<file path="config.mk">
export PLATFORM = sky130hd
export DESIGN_NAME = handshake_cond_br_buf
export DESIGN_NICKNAME = d
export VERILOG_FILES = /design/src/rtl/handshake_cond_br_buf_pkg.sv /design/src/rtl/handshake_cond_br_buf_fifo2.sv /design/src/rtl/handshake_cond_br_buf.sv
export SDC_FILE = /design/constraint.sdc
export NUM_CORES = 1
export LEC_CHECK = 0
export ABC_AREA = 1
export ABC_CLOCK_PERIOD_IN_PS = 3300
export CAP_MARGIN = 20
export CORE_MARGIN = 5
export CORE_UTILIZATION = 44
export CTS_CLUSTER_SIZE = 8
export DETAILED_ROUTE_END_ITERATION = 7
export PLACE_DENSITY = 0.79
export REMOVE_ABC_BUFFERS = 1
export SLEW_MARGIN = 20
export SYNTH_ARGS = -nofsm -noshare
export SYNTH_HDL_FRONTEND = slang
export SYNTH_SLANG_ARGS = --single-unit
</file>
<file path="constraint.sdc">
create_clock -name clk -period 3.3 [get_ports clk]
set_clock_uncertainty 0.2 [all_clocks]
set_input_delay 0.825 -clock clk [delete_from_list [all_inputs] [get_ports clk]]
set_output_delay 0.825 -clock clk [all_outputs]
set_load 0.005 [all_outputs]
</file>
<file path="src/rtl/handshake_cond_br_buf_pkg.sv">
// handshake_cond_br_buf_pkg
//   Shared constants for the conditional-branch buffer:
//   FIFO depth, pointer width and the {condition, data} entry width.
package handshake_cond_br_buf_pkg;

    localparam int unsigned FIFO_DEPTH = 2;
    localparam int unsigned FIFO_PTR_W = 1;

    // One FIFO entry holds the branch condition on top of the data token.
    function automatic int unsigned entry_w(input int unsigned data_w);
        return data_w + 1;
    endfunction

endpackage

</file>
<file path="src/rtl/handshake_cond_br_buf_fifo2.sv">
// handshake_fifo2
//   Two-entry FIFO with registered occupancy and wrap-around pointers.
//   Entry storage is not reset; only count and pointers are.
// Ports:
//   clk, rst_n          clock, asynchronous active-low reset
//   push, push_data     write one entry (caller guarantees !full)
//   pop                 drop the head entry (caller guarantees !empty)
//   full, empty         occupancy flags from registered count
//   head                entry at the read pointer
module handshake_fifo2
    import handshake_cond_br_buf_pkg::*;
#(
    parameter int unsigned WIDTH = 33
) (
    input  logic             clk,
    input  logic             rst_n,
    input  logic             push,
    input  logic [WIDTH-1:0] push_data,
    input  logic             pop,
    output logic             full,
    output logic             empty,
    output logic [WIDTH-1:0] head
);

    logic [1:0]            count_q, count_d;
    logic [FIFO_PTR_W-1:0] rd_ptr_q, rd_ptr_d;
    logic [FIFO_PTR_W-1:0] wr_ptr_q, wr_ptr_d;
    logic [WIDTH-1:0]      mem_q [FIFO_DEPTH];
    logic [WIDTH-1:0]      mem_d [FIFO_DEPTH];

    always_comb begin
        count_d  = count_q;
        rd_ptr_d = rd_ptr_q;
        wr_ptr_d = wr_ptr_q;
        mem_d    = mem_q;
        if (push) begin
            mem_d[wr_ptr_q] = push_data;
            wr_ptr_d        = wr_ptr_q + FIFO_PTR_W'(1);
        end
        if (pop) begin
            rd_ptr_d = rd_ptr_q + FIFO_PTR_W'(1);
        end
        case ({push, pop})
            2'b10:   count_d = count_q + 2'd1;
            2'b01:   count_d = count_q - 2'd1;
            default: count_d = count_q;
        endcase
    end

    always_comb begin
        full  = (count_q == 2'(FIFO_DEPTH));
        empty = (count_q == '0);
        head  = mem_q[rd_ptr_q];
    end

    always_ff @(posedge clk or negedge rst_n) begin
        if (!rst_n) begin
            count_q  <= '0;
            rd_ptr_q <= '0;
            wr_ptr_q <= '0;
        end else begin
            count_q  <= count_d;
            rd_ptr_q <= rd_ptr_d;
            wr_ptr_q <= wr_ptr_d;
        end
    end

    always_ff @(posedge clk) begin
        mem_q <= mem_d;
    end

endmodule

</file>
<file path="src/rtl/handshake_cond_br_buf.sv">
// handshake_cond_br_buf
//   Joins a data token with a branch condition, buffers the pair in a
//   2-entry FIFO (1-cycle latency, no bypass) and routes the head entry
//   to trueOut or falseOut according to its condition.
// Ports:
//   clk, rst                      clock, asynchronous active-low reset
//   data/_valid/_ready            data token input
//   condition/_valid/_ready       branch select input (1 = true path)
//   trueOut/_valid/_ready         true-path output
//   falseOut/_valid/_ready        false-path output
//   true_count, false_count       per-path pop counters, present only when
//                                 COND_BR_TOKEN_CNT_EN is defined
module handshake_cond_br_buf
    import handshake_cond_br_buf_pkg::*;
#(
    parameter int unsigned DATA_TYPE = 32,
    parameter int unsigned CNT_W     = 16
) (
    input  logic                 clk,
    input  logic                 rst,
    input  logic [DATA_TYPE-1:0] data,
    input  logic                 data_valid,
    output logic                 data_ready,
    input  logic                 condition,
    input  logic                 condition_valid,
    output logic                 condition_ready,
    output logic [DATA_TYPE-1:0] trueOut,
    output logic                 trueOut_valid,
    input  logic                 trueOut_ready,
    output logic [DATA_TYPE-1:0] falseOut,
    output logic                 falseOut_valid,
    input  logic                 falseOut_ready
`ifdef COND_BR_TOKEN_CNT_EN
   ,output logic [CNT_W-1:0]     true_count,
    output logic [CNT_W-1:0]     false_count
`endif
);

    localparam int unsigned ENTRY_W = entry_w(DATA_TYPE);

    if (CNT_W < 1) begin : g_bad_cnt_w
        $error("CNT_W must be at least 1");
    end

    logic                 full;
    logic                 empty;
    logic                 push;
    logic                 pop;
    logic                 head_cond;
    logic [DATA_TYPE-1:0] head_data;
    logic [ENTRY_W-1:0]   head;

    handshake_fifo2 #(
        .WIDTH (ENTRY_W)
    ) u_fifo (
        .clk       (clk),
        .rst_n     (rst),
        .push      (push),
        .push_data ({condition, data}),
        .pop       (pop),
        .full      (full),
        .empty     (empty),
        .head      (head)
    );

    always_comb begin
        // Readies are gated by rst so they drop the instant reset asserts,
        // independent of the clock. Neither depends on the output readies.
        data_ready      = rst & condition_valid & ~full;
        condition_ready = rst & data_valid & ~full;
        push            = rst & data_valid & condition_valid & ~full;

        {head_cond, head_data} = head;
        trueOut_valid  = ~empty & head_cond;
        falseOut_valid = ~empty & ~head_cond;
        trueOut        = head_data;
        falseOut       = head_data;

        // Only the ready of the selected path can pop the head.
        pop = (trueOut_valid & trueOut_ready) | (falseOut_valid & falseOut_ready);
    end

`ifdef COND_BR_TOKEN_CNT_EN
    logic [CNT_W-1:0] true_count_q, true_count_d;
    logic [CNT_W-1:0] false_count_q, false_count_d;

    always_comb begin
        true_count_d  = true_count_q;
        false_count_d = false_count_q;
        if (trueOut_valid & trueOut_ready) begin
            true_count_d = true_count_q + CNT_W'(1);
        end
        if (falseOut_valid & falseOut_ready) begin
            false_count_d = false_count_q + CNT_W'(1);
        end
        true_count  = true_count_q;
        false_count = false_count_q;
    end

    always_ff @(posedge clk or negedge rst) begin
        if (!rst) begin
            true_count_q  <= '0;
            false_count_q <= '0;
        end else begin
            true_count_q  <= true_count_d;
            false_count_q <= false_count_d;
        end
    end
`else
    // Token counters are not built in this configuration.
`endif

endmodule
</file>
# [Word level (Yosys, flattened, before mapping)]
# Index checks and enable logic that the tools add are counted.
# W data, S select, Z words.
[op_classes] order_cmp=3 n_eq_ne=3 muxes=7 n_reduce_logical=3 bitwise=16 n_addsub=4
[op_table] op="$mux W33" n=4
[op_table] op="$bwmux W66" n=1
[op_table] op="$demux W33 S1" n=1
[op_table] op="$and A1 B1 Y1" n=10
[op_table] op="$eq A2 B2 Y1 const B" n=2
[op_table] op="$ge A2 B2 Y1 const B" n=2
[op_table] op="$not A1 Y2" n=2
[op_table] op="$pmux W2 S2" n=1
[op_table] op="$not A1 Y1" n=3
[op_table] op="$add A1 B1 Y1 const B" n=2
[op_table] op="$add A2 B1 Y2 const B" n=1
[op_table] op="$eq A2 B1 Y1 const B" n=1
[op_table] op="$logic_not A2 Y1" n=1
[op_table] op="$lt A2 B1 Y1 const B" n=1
[op_table] op="$reduce_bool A2 Y1" n=1
[op_table] op="$sub A2 B1 Y2 const B" n=1
[op_table] op="$logic_and A1 B1 Y1" n=1
[op_table] op="$or A1 B1 Y1" n=1
[word_totals] register_bits=70 output_inout_bits=68 in_bits=39 wordCells=41

# [Depth between registers and ports, before layout]
# Gate-level depths: netlist (run 1).
[logic_depth] ltp_word=10 mapped_depth=10 mapped_depth_nobuf=9

# [Modules after synthesis]
# Synthesis (run 1) repeated with hierarchy kept, for this count alone.
[unflattened] cells_unflattened=241 area_unflattened_um2=2949.1
[by_module_without_submodules] module="handshake_fifo2" seq_area_each_um2=2082.0 area_per_inst_um2=2655.0 instances=1 cells_per_inst=196
[by_module_without_submodules] module="handshake_cond_br_buf" seq_area_each_um2=0.0 area_per_inst_um2=294.0 instances=1 cells_per_inst=45

# [Worst setup path after synthesis (run 1)]
# No wires, ideal clock.
[synth_timing] kind="input to register" start="input rst" end="register u_fifo.mem_q[33] (netlist bit) (enable)" stages=4 path_buffers=0 t_arrival_ps=2561 setup_slack_ps=116 t_required_ps=2677 setup_time_ps=423 path_cell_list="nand2_1 nor2_8 nand2_4 nor2_1"
[synth_via] elab_chain_cells=3
[synth_rtl] element="from (decl)" line_no="handshake_cond_br_buf.sv:20" source="input logic rst,"
[synth_rtl] element="$and A1 B1 Y1 (3 in a row)" line_no="handshake_cond_br_buf.sv:71" source="push = rst & data_valid & condition_valid & ~full;"
[synth_rtl] element="to (signal assigned)" line_no="handshake_cond_br_buf_fifo2.sv:69" source="mem_q <= mem_d;"
[synth_rtl] element="to (decl)" line_no="handshake_cond_br_buf_fifo2.sv:28" source="logic [WIDTH-1:0] mem_q [FIFO_DEPTH];"
# Every way passes these cells.
# A chain may end at the register's enable or synchronous reset.

# [Final worst setup path (run 1)]
[layout_timing] start="input rst" end="output data_ready"
[layout_via] elab_chain_cells=2
[layout_rtl] element="$and A1 B1 Y1 (2 in a row)" line_no="handshake_cond_br_buf.sv:69" source="data_ready = rst & condition_valid & ~full;"
[layout_rtl] element="to (decl)" line_no="handshake_cond_br_buf.sv:23" source="output logic data_ready,"
# Every way passes these cells.

==> flow_results.xml, run 1 <==
<?xml version="1.0" encoding="UTF-8"?>
<metrics>
  <group name="yosys">
    <metric name="synth.area.top_cells" unit="">sky130_fd_sc_hd__edfxtp_1 68%, sky130_fd_sc_hd__nand2_1 14%, sky130_fd_sc_hd__buf_4 8.2%</metric>
    <metric name="yosys.area.top_type" unit="">sky130_fd_sc_hd__edfxtp_1</metric>
    <metric name="ys_warn_count" unit="">0</metric>
    <metric name="avgSynthCellArea" unit="um^2">12.1</metric>
    <metric name="netlist-cell-type-count" unit="">21</metric>
    <metric name="yosysSeqAreaShare" unit="">0.709</metric>
    <metric name="post_synth_inst_count" unit="">242</metric>
    <metric name="syn_std_cell_area" unit="mm^2">0.00294</metric>
    <metric name="synth.top_cell.area_share" unit="">0.675</metric>
    <metric name="postSynthRegisterBits" unit="">70</metric>
  </group>
  <group name="global_routing">
    <metric name="grt_start_max_net_pins" unit="">36</metric>
    <metric name="grt_first_pass_wirelength" unit="um">9330</metric>
    <metric name="grt_pass1_vias" unit="">1955</metric>
    <metric name="grt_usage" unit="">0.146</metric>
    <metric name="overflow" unit="">0</metric>
    <metric name="grt_antenna_before_repair" unit="">0</metric>
  </group>
  <group name="detailed_routing">
    <metric name="drtPass1Iterations" unit="">4</metric>
    <metric name="post_drt_via_cell_ratio" unit="">4.64</metric>
    <metric name="route.detailed.drc" unit="">0</metric>
    <metric name="routed_wire_length" unit="um">5880</metric>
    <metric name="drt-wirelength-per-cell" unit="um">14.5</metric>
    <metric name="dr_total_vias" unit="">1887</metric>
    <metric name="drtIter0Drc" unit="">87</metric>
    <metric name="antenna_left" unit="">0</metric>
  </group>
  <group name="clocking">
    <metric name="clkTransAtPathRegs" unit="ns">0.06</metric>
    <metric name="clock_sink_count" unit="">70</metric>
    <metric name="worst_skew_pair.late_latency" unit="ns">0.32</metric>
    <metric name="ctsLongestPathBuffers" unit="">2</metric>
    <metric name="cts_root_buffer" unit="">sky130_fd_sc_hd__clkbuf_8</metric>
    <metric name="tritoncts" unit="">done</metric>
    <metric name="cts_resized" unit="">0</metric>
    <metric name="clock_tree.htree_level_count" unit="">3</metric>
    <metric name="total_clock_buffers_created_by_cts" unit="">9</metric>
    <metric name="cts_hold_repair.buffers" unit="">0</metric>
    <metric name="post_cts_buffers" unit="">0</metric>
  </group>
  <group name="min_path">
    <metric name="hold-path-cell-count" unit="">1</metric>
    <metric name="kind_of_path_behind_the_tightest_hold_check" unit="">flop to flop</metric>
  </group>
  <group name="timing">
    <metric name="timing.final.crit_period" unit="ns">3.13</metric>
    <metric name="maxSlewViolCount" unit="">0</metric>
    <metric name="rsz0062_at_grt" unit="">no</metric>
    <metric name="worstMarginPinSlew" unit="ns">0.276</metric>
    <metric name="max_clock_freq" unit="MHz">319</metric>
    <metric name="fin_worst_setup_slack" unit="ns">0.169</metric>
    <metric name="post-route-period-util" unit="">0.949</metric>
    <metric name="finalSetupViolations" unit="">0</metric>
    <metric name="fin_worst_hold_slack" unit="ns">0.354</metric>
    <metric name="relSlewSlack" unit="">0.816</metric>
    <metric name="final_hold_vio_count" unit="">0</metric>
    <metric name="tns" unit="ns">0</metric>
  </group>
  <group name="setup_path">
    <metric name="worst_ep_required_time" unit="ns">2.27</metric>
    <metric name="critical_path_peak_fanout" unit="">5</metric>
    <metric name="critPathCaptureType" unit="">primary output</metric>
    <metric name="startpoint_type" unit="">input port</metric>
    <metric name="cp_data_arrival_time" unit="ns">2.11</metric>
    <metric name="r2r_cells" unit="">10</metric>
    <metric name="crit_type" unit="">input port to primary output</metric>
  </group>
  <group name="power_and_ir_drop">
    <metric name="internal_power" unit="uW">2130</metric>
    <metric name="p_seq_frac" unit="">0.359</metric>
    <metric name="power.share.switching" unit="">0.299</metric>
    <metric name="maximum_resistive_drop_on_vdd" unit="V">0.000351</metric>
    <metric name="net-switching-power" unit="uW">909</metric>
    <metric name="power_density" unit="mW/mm^2">749</metric>
    <metric name="static-leakage-power" unit="uW">0.00158</metric>
    <metric name="p_clk_frac" unit="">0.207</metric>
    <metric name="comb_power_share" unit="">0.435</metric>
  </group>
  <group name="final_layout">
    <metric name="drive_above_1_share" unit="">0.0788</metric>
    <metric name="n_antenna_cell" unit="">0</metric>
    <metric name="layout.cell_area.non_filler" unit="mm^2">0.00406</metric>
    <metric name="flow.area_growth_from_synthesis" unit="%">38.4</metric>
    <metric name="finish.net_count" unit="">365</metric>
  </group>
  <group name="floorplanning">
    <metric name="die-area" unit="mm^2">0.00840</metric>
    <metric name="chipHeight" unit="um">91.7</metric>
    <metric name="placeableCoreArea" unit="mm^2">0.00642</metric>
    <metric name="pin_count" unit="">107</metric>
    <metric name="placementRows" unit="">29</metric>
    <metric name="initial_utilization" unit="">0.457</metric>
    <metric name="die_w" unit="um">91.7</metric>
  </group>
  <group name="placement">
    <metric name="place_hpwl" unit="um">4000</metric>
    <metric name="detailed_place.area" unit="mm^2">0.00388</metric>
    <metric name="port-buffer-count" unit="">106</metric>
    <metric name="gpl.final_weighted_congestion" unit="">0.698</metric>
    <metric name="dpl_worst_slack" unit="ns">0.154</metric>
  </group>
  <group name="status">
    <metric name="status" unit="">completed</metric>
  </group>
  <group name="flow_run">
    <metric name="max_cap_viol_count" unit="">0</metric>
  </group>
</metrics>
[critical path, cell delays in order]
cell                              delay (ns)
sky130_fd_sc_hd__clkdlybuf4s50_1        0.48
sky130_fd_sc_hd__buf_4                  0.14
sky130_fd_sc_hd__nand2_1                0.05
sky130_fd_sc_hd__nor2_1                 0.10
sky130_fd_sc_hd__clkdlybuf4s50_1        0.50
[registers in the layout (all words and copies together) (netlist names)]
name             count
u_fifo.rd_ptr_q      1
u_fifo.wr_ptr_q      1
u_fifo.count_q       2
u_fifo.mem_q        66
[placed cells by master (no fill, tap or decap), drive strengths merged, types with 3 or more instances in the layout]
cell type	instances
buf	5
edfxtp	66
nand2	110
dfrtp	4
inv	7
nand3	3
nor2	5
a21oi	4
clkinv	3
clkbuf	11
clkdlybuf4s50	106
[power by group through the flow]
stage / Clock (uW) / Sequential, uW / Combinational (uW)
CTS: 652 / 1090 / 1350
floorplan: 0 / 1140 / 428
finish: 629 / 1090 / 1320
detailed placement: 0 / 1110 / 1340
global route: 689 / 1100 / 1450
global placement: 0 / 1110 / 1310
[stage by stage]
| stage | utilization | cells | power, uW |
|---|---|---|---|
| after global placement | 0.604 | 391 | 2410 |
| after floorplan | - | 203 | 1570 |
| final | 0.633 | 407 | 3040 |
| after CTS | 0.633 | 407 | 3090 |
| after global routing | 0.633 | 407 | 3240 |
| after detailed placement | 0.604 | 391 | 2450 |
[final cells by class]
class                           count  area, um^2
Fill cell                         495        2360
Sequential cell                    70        2080
Timing Repair Buffer              111        1120
Multi-Input combinational cell    126         548
Clock buffer                       11         131
Tap cell                           77        96.3
Clock inverter                      5        50.0
Inverter                            7        31.3
[path summary, 6_finish.rpt]
path	from	end	slack [ns]
setup / recovery	rst	data_ready	0.17
hold / removal	u_fifo.count_q[0]$_DFFE_PN0P_	u_fifo.count_q[0]$_DFFE_PN0P_	0.35
setup reg to reg	u_fifo.rd_ptr_q$_DFFE_PN0N_	u_fifo.count_q[1]$_DFFE_PN0P_	1.16
hold reg to reg	u_fifo.count_q[0]$_DFFE_PN0P_	u_fifo.count_q[0]$_DFFE_PN0P_	0.35
max in group asynchronous	rst	u_fifo.count_q[1]$_DFFE_PN0P_	2.21
min in group asynchronous	rst	u_fifo.count_q[0]$_DFFE_PN0P_	0.59
[metal layers]
metal / part of all wire / track usage / vias to the layer above
met2: 0.54 / 0.265 / 64
li1: - / - / 934
met4: 0.012 / 0.0716 / 0
met3: 0.065 / 0.0507 / 8
met5: 0 / 0 / -
met1: 0.39 / 0.148 / 881
[cell families (layout without fill, tap and decap cells)]
group,after synthesis,after routing,synth area share
simple gates,118,118,0.165
flops,70,70,0.709
buf+inv,46,134,0.107
compound gates,5,5,0.00852
xor+xnor,2,2,0.00597
fa+ha+maj,1,1,0.00426
[Yosys cell counts]
library cell,n
sky130_fd_sc_hd__nor2_4,1
sky130_fd_sc_hd__xor2_1,1
sky130_fd_sc_hd__nand2_4,1
sky130_fd_sc_hd__a21oi_1,4
sky130_fd_sc_hd__dfrtp_1,4
sky130_fd_sc_hd__edfxtp_1,66
sky130_fd_sc_hd__nand2_1,108
sky130_fd_sc_hd__nand2_2,1
sky130_fd_sc_hd__nand3_2,1
sky130_fd_sc_hd__ha_1,1
sky130_fd_sc_hd__inv_2,2
sky130_fd_sc_hd__inv_6,1
sky130_fd_sc_hd__buf_4,32
sky130_fd_sc_hd__xnor2_1,1
sky130_fd_sc_hd__buf_2,6
sky130_fd_sc_hd__nor2_8,1
sky130_fd_sc_hd__inv_1,4
sky130_fd_sc_hd__o21ai_0,1
sky130_fd_sc_hd__nand3_1,2
sky130_fd_sc_hd__nor2_1,3
sky130_fd_sc_hd__buf_6,1
Note: power is estimated with default switching activity, not from simulation.
==> inputs of run 2 (changes only) <==
- ABC_CLOCK_PERIOD_IN_PS: 3300 -> default
- SLEW_MARGIN: 20 -> 0
==> results of run 2 <==
The final DEF is identical to that of run 1; final timing and power are the same.
